==> src/rtl/lsu_pkg.sv <==
// Shared encodings for the load/store stage: funct3 access sizes and FSM states.
package lsu_pkg;

  localparam logic [2:0] F3_B  = 3'b000;
  localparam logic [2:0] F3_H  = 3'b001;
  localparam logic [2:0] F3_W  = 3'b010;
  localparam logic [2:0] F3_BU = 3'b100;
  localparam logic [2:0] F3_HU = 3'b101;

  typedef enum logic [1:0] {
    IDLE,
    REQ,
    RESP
  } lsu_state_t;

endpackage

==> src/rtl/load_extend.sv <==
// Combinational load formatter: picks the addressed byte/halfword lane out of a
// read word and sign- or zero-extends it to 32 bits.
module load_extend
  import lsu_pkg::*;
(
  input  logic [31:0] i_rdata,
  input  logic [1:0]  i_offset,
  input  logic [2:0]  i_funct3,
  output logic [31:0] o_result
);

  logic [7:0]  w_byte;
  logic [15:0] w_half;

  always_comb begin
    w_byte = i_rdata[7:0];
    case (i_offset)
      2'd0: w_byte = i_rdata[7:0];
      2'd1: w_byte = i_rdata[15:8];
      2'd2: w_byte = i_rdata[23:16];
      2'd3: w_byte = i_rdata[31:24];
      default: w_byte = i_rdata[7:0];
    endcase
    // Halfword accesses are known aligned here, so only offset[1] matters.
    w_half = i_offset[1] ? i_rdata[31:16] : i_rdata[15:0];

    o_result = i_rdata;
    case (i_funct3)
      F3_B:    o_result = {{24{w_byte[7]}}, w_byte};
      F3_BU:   o_result = {24'd0, w_byte};
      F3_H:    o_result = {{16{w_half[15]}}, w_half};
      F3_HU:   o_result = {16'd0, w_half};
      default: o_result = i_rdata;
    endcase
  end

endmodule

==> src/rtl/lsu_stage.sv <==
// Memory-access stage: byte/half/word loads and stores over a req/ready memory
// handshake, stalling upstream while an access is outstanding.
module lsu_stage
  import lsu_pkg::*;
#(
  parameter int DATA_WIDTH = 32,
  parameter int BE_WIDTH   = 4
) (
  input  logic                  clk,
  input  logic                  rst,
  input  logic                  valid_i,
  input  logic                  MemRead,
  input  logic                  MemWrite,
  input  logic [2:0]            funct3,
  input  logic [DATA_WIDTH-1:0] ALUResult,
  input  logic [DATA_WIDTH-1:0] WriteData,
  output logic                  stall_o,
  output logic                  done_o,
  output logic [DATA_WIDTH-1:0] ReadData,
  output logic                  err_o,
  output logic                  mem_req,
  output logic                  mem_we,
  output logic [DATA_WIDTH-1:0] mem_addr,
  output logic [DATA_WIDTH-1:0] mem_wdata,
  output logic [BE_WIDTH-1:0]   mem_be,
  input  logic                  mem_ready,
  input  logic [DATA_WIDTH-1:0] mem_rdata
);

  lsu_state_t r_state, w_next;

  logic [DATA_WIDTH-1:0] r_addr, r_wdata, r_rdata;
  logic [BE_WIDTH-1:0]   r_be;
  logic                  r_we;
  logic [2:0]            r_funct3;

  logic                  w_op, w_illegal, w_misaligned, w_err, w_accept;
  logic [BE_WIDTH-1:0]   w_be;
  logic [DATA_WIDTH-1:0] w_wdata, w_load;

  always_comb begin
    w_op      = valid_i & (MemRead | MemWrite);
    w_illegal = 1'b0;
    if (MemRead && MemWrite)
      w_illegal = 1'b1;
    else if (MemRead)
      w_illegal = funct3 inside {3'b011, 3'b110, 3'b111};
    else if (MemWrite)
      w_illegal = !(funct3 inside {F3_B, F3_H, F3_W});
    w_misaligned = ((funct3[1:0] == 2'b01) && ALUResult[0]) ||
                   ((funct3[1:0] == 2'b10) && (ALUResult[1:0] != 2'b00));
    w_err    = (r_state == IDLE) && w_op && (w_illegal || w_misaligned);
    w_accept = (r_state == IDLE) && w_op && !(w_illegal || w_misaligned);
  end

  // Store lane steering: replicate data so any enabled lane sees the right bytes.
  always_comb begin
    w_be    = 4'b1111;
    w_wdata = WriteData;
    case (funct3[1:0])
      2'b00: begin
        w_be    = 4'b0001 << ALUResult[1:0];
        w_wdata = {4{WriteData[7:0]}};
      end
      2'b01: begin
        w_be    = 4'b0011 << {ALUResult[1], 1'b0};
        w_wdata = {2{WriteData[15:0]}};
      end
      default: begin
        w_be    = 4'b1111;
        w_wdata = WriteData;
      end
    endcase
  end

  always_comb begin
    w_next = r_state;
    case (r_state)
      IDLE:    if (w_accept) w_next = REQ;
      REQ:     if (mem_ready) w_next = RESP;
      RESP:    w_next = IDLE;
      default: w_next = IDLE;
    endcase
  end

  load_extend u_load_extend (
    .i_rdata  (mem_rdata),
    .i_offset (r_addr[1:0]),
    .i_funct3 (r_funct3),
    .o_result (w_load)
  );

  always_ff @(posedge clk or posedge rst) begin
    if (rst) begin
      r_state  <= IDLE;
      r_addr   <= '0;
      r_wdata  <= '0;
      r_rdata  <= '0;
      r_be     <= '0;
      r_we     <= 1'b0;
      r_funct3 <= 3'b000;
    end else begin
      r_state <= w_next;
      if (w_accept) begin
        r_addr   <= ALUResult;
        r_wdata  <= w_wdata;
        r_be     <= w_be;
        r_we     <= MemWrite;
        r_funct3 <= funct3;
      end
      if ((r_state == REQ) && mem_ready && !r_we)
        r_rdata <= w_load;
    end
  end

  assign err_o     = w_err;
  assign stall_o   = w_accept || (r_state == REQ);
  assign done_o    = (r_state == RESP);
  assign ReadData  = r_rdata;
  assign mem_req   = (r_state == REQ);
  assign mem_we    = (r_state == REQ) && r_we;
  assign mem_addr  = {r_addr[DATA_WIDTH-1:2], 2'b00};
  assign mem_wdata = r_wdata;
  assign mem_be    = (r_state == REQ) ? r_be : '0;

endmodule
==> config.mk <==
export PLATFORM = sky130hd
export DESIGN_NAME = lsu_stage
export DESIGN_NICKNAME = d
export VERILOG_FILES = /design/src/rtl/lsu_pkg.sv /design/src/rtl/load_extend.sv /design/src/rtl/lsu_stage.sv
export SDC_FILE = /design/constraint.sdc
export NUM_CORES = 1
export LEC_CHECK = 0
export ABC_AREA = 0
export BUFFER_PORTS_ARGS = -buffer_cell sky130_fd_sc_hd__clkbuf_2
export CAP_MARGIN = 10
export CORE_UTILIZATION = 45
export DETAILED_ROUTE_END_ITERATION = 8
export GPL_TIMING_DRIVEN = 0
export PLACE_DENSITY_LB_ADDON = 0.08
export SLEW_MARGIN = 30
export SYNTH_ARGS = -nofsm -noshare
export SYNTH_HDL_FRONTEND = slang
export SYNTH_HIERARCHICAL = 1
export SYNTH_SLANG_ARGS = --single-unit
==> constraint.sdc <==
create_clock -name clk -period 5.14 [get_ports clk]
set_input_delay 0 -clock clk [delete_from_list [all_inputs] [get_ports clk]]
set_output_delay 0 -clock clk [all_outputs]
set_load 0.01 [all_outputs]
==> impl_metrics.ini, run 1 <==
[routing]
drt_iter0_drc = 148
totalWireLength_um = 13600
remaining_drc_errors = 11
via_per_inst = 4.94
ant_nets = 0
vias = 4266
post_drt_wl_per_cell_um = 15.7
dr.pass1.iters = 7

[grt]
grt_pass1_wl_um = 22400
grt_start_max_net_pins = 55
grt.total_usage_pct = 23.1
grt-ovfl-total = 0
grt_pass1_vias = 4525
antenna_found_initial = 0

[critical_path]
r2r_end = ReadData[8]
critPathKind = in2out
worst_setup_path_start_kind = input port
worstPathRequired_ns = 5.14
rrSetupSlack_ns = 3.11
reg2reg_depth = 5
endpoint_kind = output port
r2r-start = r_addr[1]
worstPathMaxFanout = 10
cp.arrival_ns = 2.03

[sta]
max_freq_ghz = 0.493
finalSetupViolations = 0
slew_headroom_pct = 45.9
rsz0062_at_grt = no
hold_viol = 0
fin_skew_ns = 0.00391
slew_viol_final = 0
post-route-period-util_pct = 39.5
worst_pin_slew_ns = 0.809
min_period_ns = 2.03
tns_ns = 0

[floorplanning]
num_rows = 39
initial_utilization_pct = 46.7
core_mm2 = 0.0116
die_w_um = 112
die_y_um = 112
io_pins = 210
die-area_mm2 = 0.0125

[place]
io_buffers = 205
hpwl_um = 9940
gp_congestion = 0.895
dp.cells = 793

[final_layout]
diodes = 0
area_growth_pct = 38.4
nFillCells = 956
final_core_utilization_pct = 64.7
finalNetCount = 821
layout_commonest_cell = clkbuf_2
layout_common_cells = 207 x clkbuf_2, 114 x mux2_2, 106 x dfrtp_1
stdcell_count = 864
layout-drive-gt1-share_pct = 53.7

[power_and_ir_drop]
peakVddDrop_mv = 0.371
leakage_nw = 3.80
power_density_mw_per_mm2 = 449

[min_path]
hold_path_depth = 3
worstHoldStart = WriteData[22]
hold_path_class = in2reg
worstHoldEndpoint = mem_wdata[22]

[synthesis]
syn-cell-area_mm2 = 0.00541
yosysSeqAreaShare_pct = 49.1
synthDistinctLibCells = 35
avgSynthCellArea_um2 = 12.2
synth-edff-count = 0
yosysWarnings = 6
synth_ff_type = dfrtp_1
syn-instance-count = 443
synth_seq_cells = 106
synthArstFlopShare_pct = 100

[cts]
cts_resized = 0
numCtsBuffers = 9
clk_latency_ns = 0.35
clk_pin_slew_ns = 0.07
cts_tree = built
htreeDepth = 3
cts.path.max_buffers = 2
cts-root-buf = clkbuf_16
cts_sinks = 106

[flow_run]
maxCapViolCount = 0

[outcome]
status = finished with violations
violations = design-rule violations
## stage by stage
stage	setup slack [ns]	total power [mW]	area, µm²	hold WS [ns]
2_1_floorplan	2.35	2.15	5410	0.135
3_3_place_gp	1.14	2.62	6610	0.232
3_5_place_dp	3.13	2.67	6650	0.0785
4_1_cts	3.08	3.39	7480	0.000348
5_1_grt	2.98	3.57	7480	0.0162
6_report	3.11	3.36	7480	0.00972
## logic make-up after synthesis
kind of cell,share of synthesized area (%)
buf+inv,8.45
flops,49.1
compound gates,8.70
simple gates,6.62
mux,27.1
other cells,0.0694
## worst max path at each step
| stage | from | to | cells after the start |
|---|---|---|---|
| 3_5_place_dp | r_addr[1] | ReadData[8] | 5 |
| 4_1_cts | funct3[2] | stall_o | 9 |
| 3_3_place_gp | rst | r_addr[4] | 2 |
| 2_1_floorplan | rst | ReadData[0] | 1 |
| 5_1_grt | funct3[2] | stall_o | 9 |
| 6_report | funct3[2] | stall_o | 9 |
## routing by layer
metal | share of wire, % | global-route usage (%) | vias to the layer above | wire (µm)
li1 | - | - | 2064 | -
met1 | 42 | 27.6 | 2036 | 5680
met2 | 50 | 40.1 | 144 | 6760
met3 | 6.2 | 5.44 | 22 | 838
met4 | 2.3 | 9.82 | 0 | 313
met5 | 0 | 0 | - | 0
## Yosys cell counts (2+ instances only)
cell,number,share of area (%)
mux2_2,114,24
dfrtp_1,106,49
nand2_1,44,3.1
buf_4,37,5.1
a21o_1,18,2.5
o21ai_0,13,1.2
clkbuf_1,11,0.76
mux2i_1,9,1.7
a221o_1,8,1.5
buf_6,8,1.7
o21ai_1,8,0.74
a22oi_1,7,0.97
nand2b_1,7,0.81
nor2_1,7,0.49
nor2b_1,7,0.81
and2_1,6,0.69
inv_1,6,0.42
mux2_1,6,1.2
buf_2,3,0.28
a21oi_1,2,0.19
clkbuf_2,2,0.19
## worst max-delay path, stage by stage
cell and delay (ns):
dlygate4sd3_1 0.54, clkbuf_2 0.15, a2111oi_4 0.34, o211a_1 0.18
and2b_1 0.20, buf_6 0.19, buf_6 0.17, or2_2 0.12
clkbuf_2 0.12
## final cells by class
cell class / instances / area [µm²] / share of cell area (%)
inverter: 6 / 27.5 / 0.368
timing repair buffer: 261 / 1600 / 21.4
clock buffer: 14 / 244 / 3.26
clock inverter: 2 / 37.5 / 0.502
buffer: 61 / 434 / 5.81
multi-input combinational: 271 / 2300 / 30.8
sequential: 106 / 2650 / 35.5
tap: 143 / 179 / 2.39
## power breakdown
| group | internal, mW | switching (mW) |
|---|---|---|
| registers | 1.15 | 0.175 |
| clock network | 0.379 | 0.298 |
| logic | 0.731 | 0.629 |
## state kept, by name, summed over array words and instances (netlist names)
name and count:
ReadData 32, mem_wdata 32, r_addr 32, r_be 4, r_funct3 3, r_state 2
r_we 1
## timing repair
item / in CTS / in global routing
setup buffers: 0 / 0
endpoints found under the hold margin: 107 / 0
hold buffers: 55 / 0
No activity file was read; power rests on OpenSTA's default activity.
==> run 2: changes to the inputs <==
ABC_AREA = 1   (was 0)
clock period = 1.93 ns   (was 5.14 ns; I/O delays follow)
==> run 2 against run 1 <==
  * The run now ends clean
  * Utilization shrank 1.2 points
  * Critical path depth decreased by 1
  * Global-route usage rose by 4.1 points
  * Sequential share of layout area down 2.9 points
  * Worst setup slack got worse by 2.9 ns
  * Sequential power increased to 2.6 times the previous value
==> impl_metrics.ini, run 2 <==
[outcome]
status = finished clean

[routing]
drt_iter0_drc = 378
ant_nets = 0
remaining_drc_errors = 0
totalWireLength_um = 18300
vias = 6340
post_drt_wl_per_cell_um = 14.8
via_per_inst = 5.11
dr.pass1.iters = 5

[synthesis]
ys_top_cells_by_area = dfrtp_1 44%, nand2_1 20%, nand4_1 7.6%
synth-edff-count = 0
syn-cell-area_mm2 = 0.00602
synthArstFlopShare_pct = 100
yosysSeqAreaShare_pct = 44.1
synthDistinctLibCells = 30
synth_ff_type = dfrtp_1
yosysWarnings = 6
yosysTopAreaCell = dfrtp_1
synth_seq_cells = 106
avgSynthCellArea_um2 = 7.56
yosysMostFrequentCell = nand2_1
syn-instance-count = 796
ys_top_cells_by_count = 319 x nand2_1, 106 x dfrtp_1, 79 x nand3_1, 73 x nand4_1, 43 x buf_4
synth_top_area_share_pct = 44.1

[sta]
min_period_ns = 1.69
slew_viol_final = 0
max_freq_ghz = 0.593
fin_skew_ns = 0.0113
hold_slack_ns = 0.00424
tns_ns = 0
finalSetupViolations = 0
rsz0062_at_grt = no
post-route-period-util_pct = 87.4
hold_viol = 0

[critical_path]
critPathKind = reg2out
crit_chain = inv_1, nand2_1, nor2_1, nand3_2, buf_6, buf_4, nand2_1, clkbuf_2
critPathMostFrequentCell = nand2_1
cp.arrival_ns = 1.69
worst_setup_path_start_kind = flop
endpoint_kind = output port
worstPathMaxFanout = 10
worstPathRequired_ns = 1.93
critical_path.slowest_cell = dfrtp_1
critical-path-max-stage-delay_ns = 0.38

[final_layout]
final-seq-area_mm2 = 0.00265
layout_commonest_cell = nand2_1
area_growth_pct = 35.1
layout-drive-gt1-share_pct = 31.0
layout_common_cells = 319 x nand2_1, 206 x clkbuf_2, 106 x dfrtp_1
multiInputGateArea_mm2 = 0.00264
finalNetCount = 1170
diodes = 0
nFillCells = 1205

[floorplanning]
die_w_um = 118
die_y_um = 118
io_pins = 210
die-area_mm2 = 0.0138
num_rows = 41
core_mm2 = 0.0128
initial_utilization_pct = 46.9

[power_and_ir_drop]
power_density_mw_per_mm2 = 1150
p_sw_mw = 3.53
switching_share_pct = 37.9
combinationalPowerShare_pct = 42.6
internal_power_mw = 5.80
p_seq_share_pct = 37.2
peakVddDrop_mv = 0.779
clockPowerShare_pct = 20.2
leakage_nw = 4.64

[cts]
cts_resized = 0
cts-root-buf = clkbuf_16
cts.path.max_buffers = 2
numCtsBuffers = 9
clk_pin_slew_ns = 0.06
clk_latency_ns = 0.35
cts_sinks = 106
htreeDepth = 3
cts_tree = built

[grt]
antenna_found_initial = 0
grt-ovfl-total = 0
grt.total_usage_pct = 27.2
grt_pass1_vias = 6131
grt_pass1_wl_um = 29900
grt_start_max_net_pins = 30

[min_path]
hold_path_class = in2reg

[place]
hpwl_um = 13700
io_buffers = 206
gp_congestion = 0.924

[flow_run]
maxCapViolCount = 0
==> run 2: cell types whose count changed after synthesis, sizes merged, moves of 28 or more <==
cell / delta
buf: +32
mux2: -120
nand2: +278
nand3: +89
nand4: +73
nor2: +28
==> run 2: worst paths after layout <==
kind                              start             to  slack, ns  depth (start not counted)
max                          r_state[1]        stall_o       0.24                          8
min                        ALUResult[0]      r_addr[0]      0.004                          3
max reg2reg                 r_funct3[1]   ReadData[20]       0.38                          9
min reg2reg                ReadData[12]   ReadData[12]       0.47                          2
max in group asynchronous           rst     r_addr[13]       0.96                          6
min in group asynchronous           rst  mem_wdata[28]       0.16                          3
==> run 2: logic make-up (layout without fill, tap and decap cells) <==
kind of cell / after synthesis / in the layout / share of synthesized area (%)
buffers and inverters: 121 / 393 / 12.2
AO/OA/AOI/OAI: 46 / 46 / 4.11
flip-flops: 106 / 106 / 44.1
other: 1 / 2 / 0.0623
AND/OR/NAND/NOR: 522 / 522 / 39.6
==> run 2: worst max-delay path: cells and delay by family (launching register included) <==
family / cells / cell delay [ns]
buffers and inverters: 4 / 0.52
AND/OR/NAND/NOR: 4 / 0.44
flip-flops: 1 / 0.38
==> run 2: what timing repair did <==
item                      4_1_cts  5_1_grt
hold buffers                   47        0
setup buffers                   0        0
hold endpoints to repair      113        0
==> run 2: stage by stage <==
stage	std cells	worst slack, ns	util [%]	instance area, µm²	power (mW)
final	1241	0.242	63.4	8140	9.33
after global routing	1241	0.102	63.4	8140	9.99
after CTS	1241	0.187	63.4	8140	9.39
after detailed placement	1179	0.407	57.4	7360	7.39
after global placement	1175	-0.100	56.7	7270	7.32
after floorplan	797	0.604	-	6030	5.97
==> run 2: layer usage <==
metal,GRT usage [%],vias to the layer above,wire length [µm]
met4,8.89,0,507
met5,0,-,0
li1,-,3119,-
met2,46.6,261,8840
met1,32.9,2915,7580
met3,7.46,45,1380
==> run 2: final cells by class <==
type	instances	share of cell area, %
flip-flops and latches	106	32.6
inverters	29	1.45
multi-input cells	570	32.5
clock inverters	3	0.569
well taps	172	2.65
plain buffers	92	7.60
repair buffers	257	19.5
clock buffers	12	3.15
==> run 2: power by group through the flow <==
stage                     sequential, mW  clock [mW]  combinational (mW)
after CTS                           3.47        1.94                3.98
after global placement              3.49           0                3.83
after floorplan                     3.69           0                2.28
final                               3.47        1.89                3.97
after global routing                3.56        2.02                4.41
after detailed placement            3.50           0                3.90
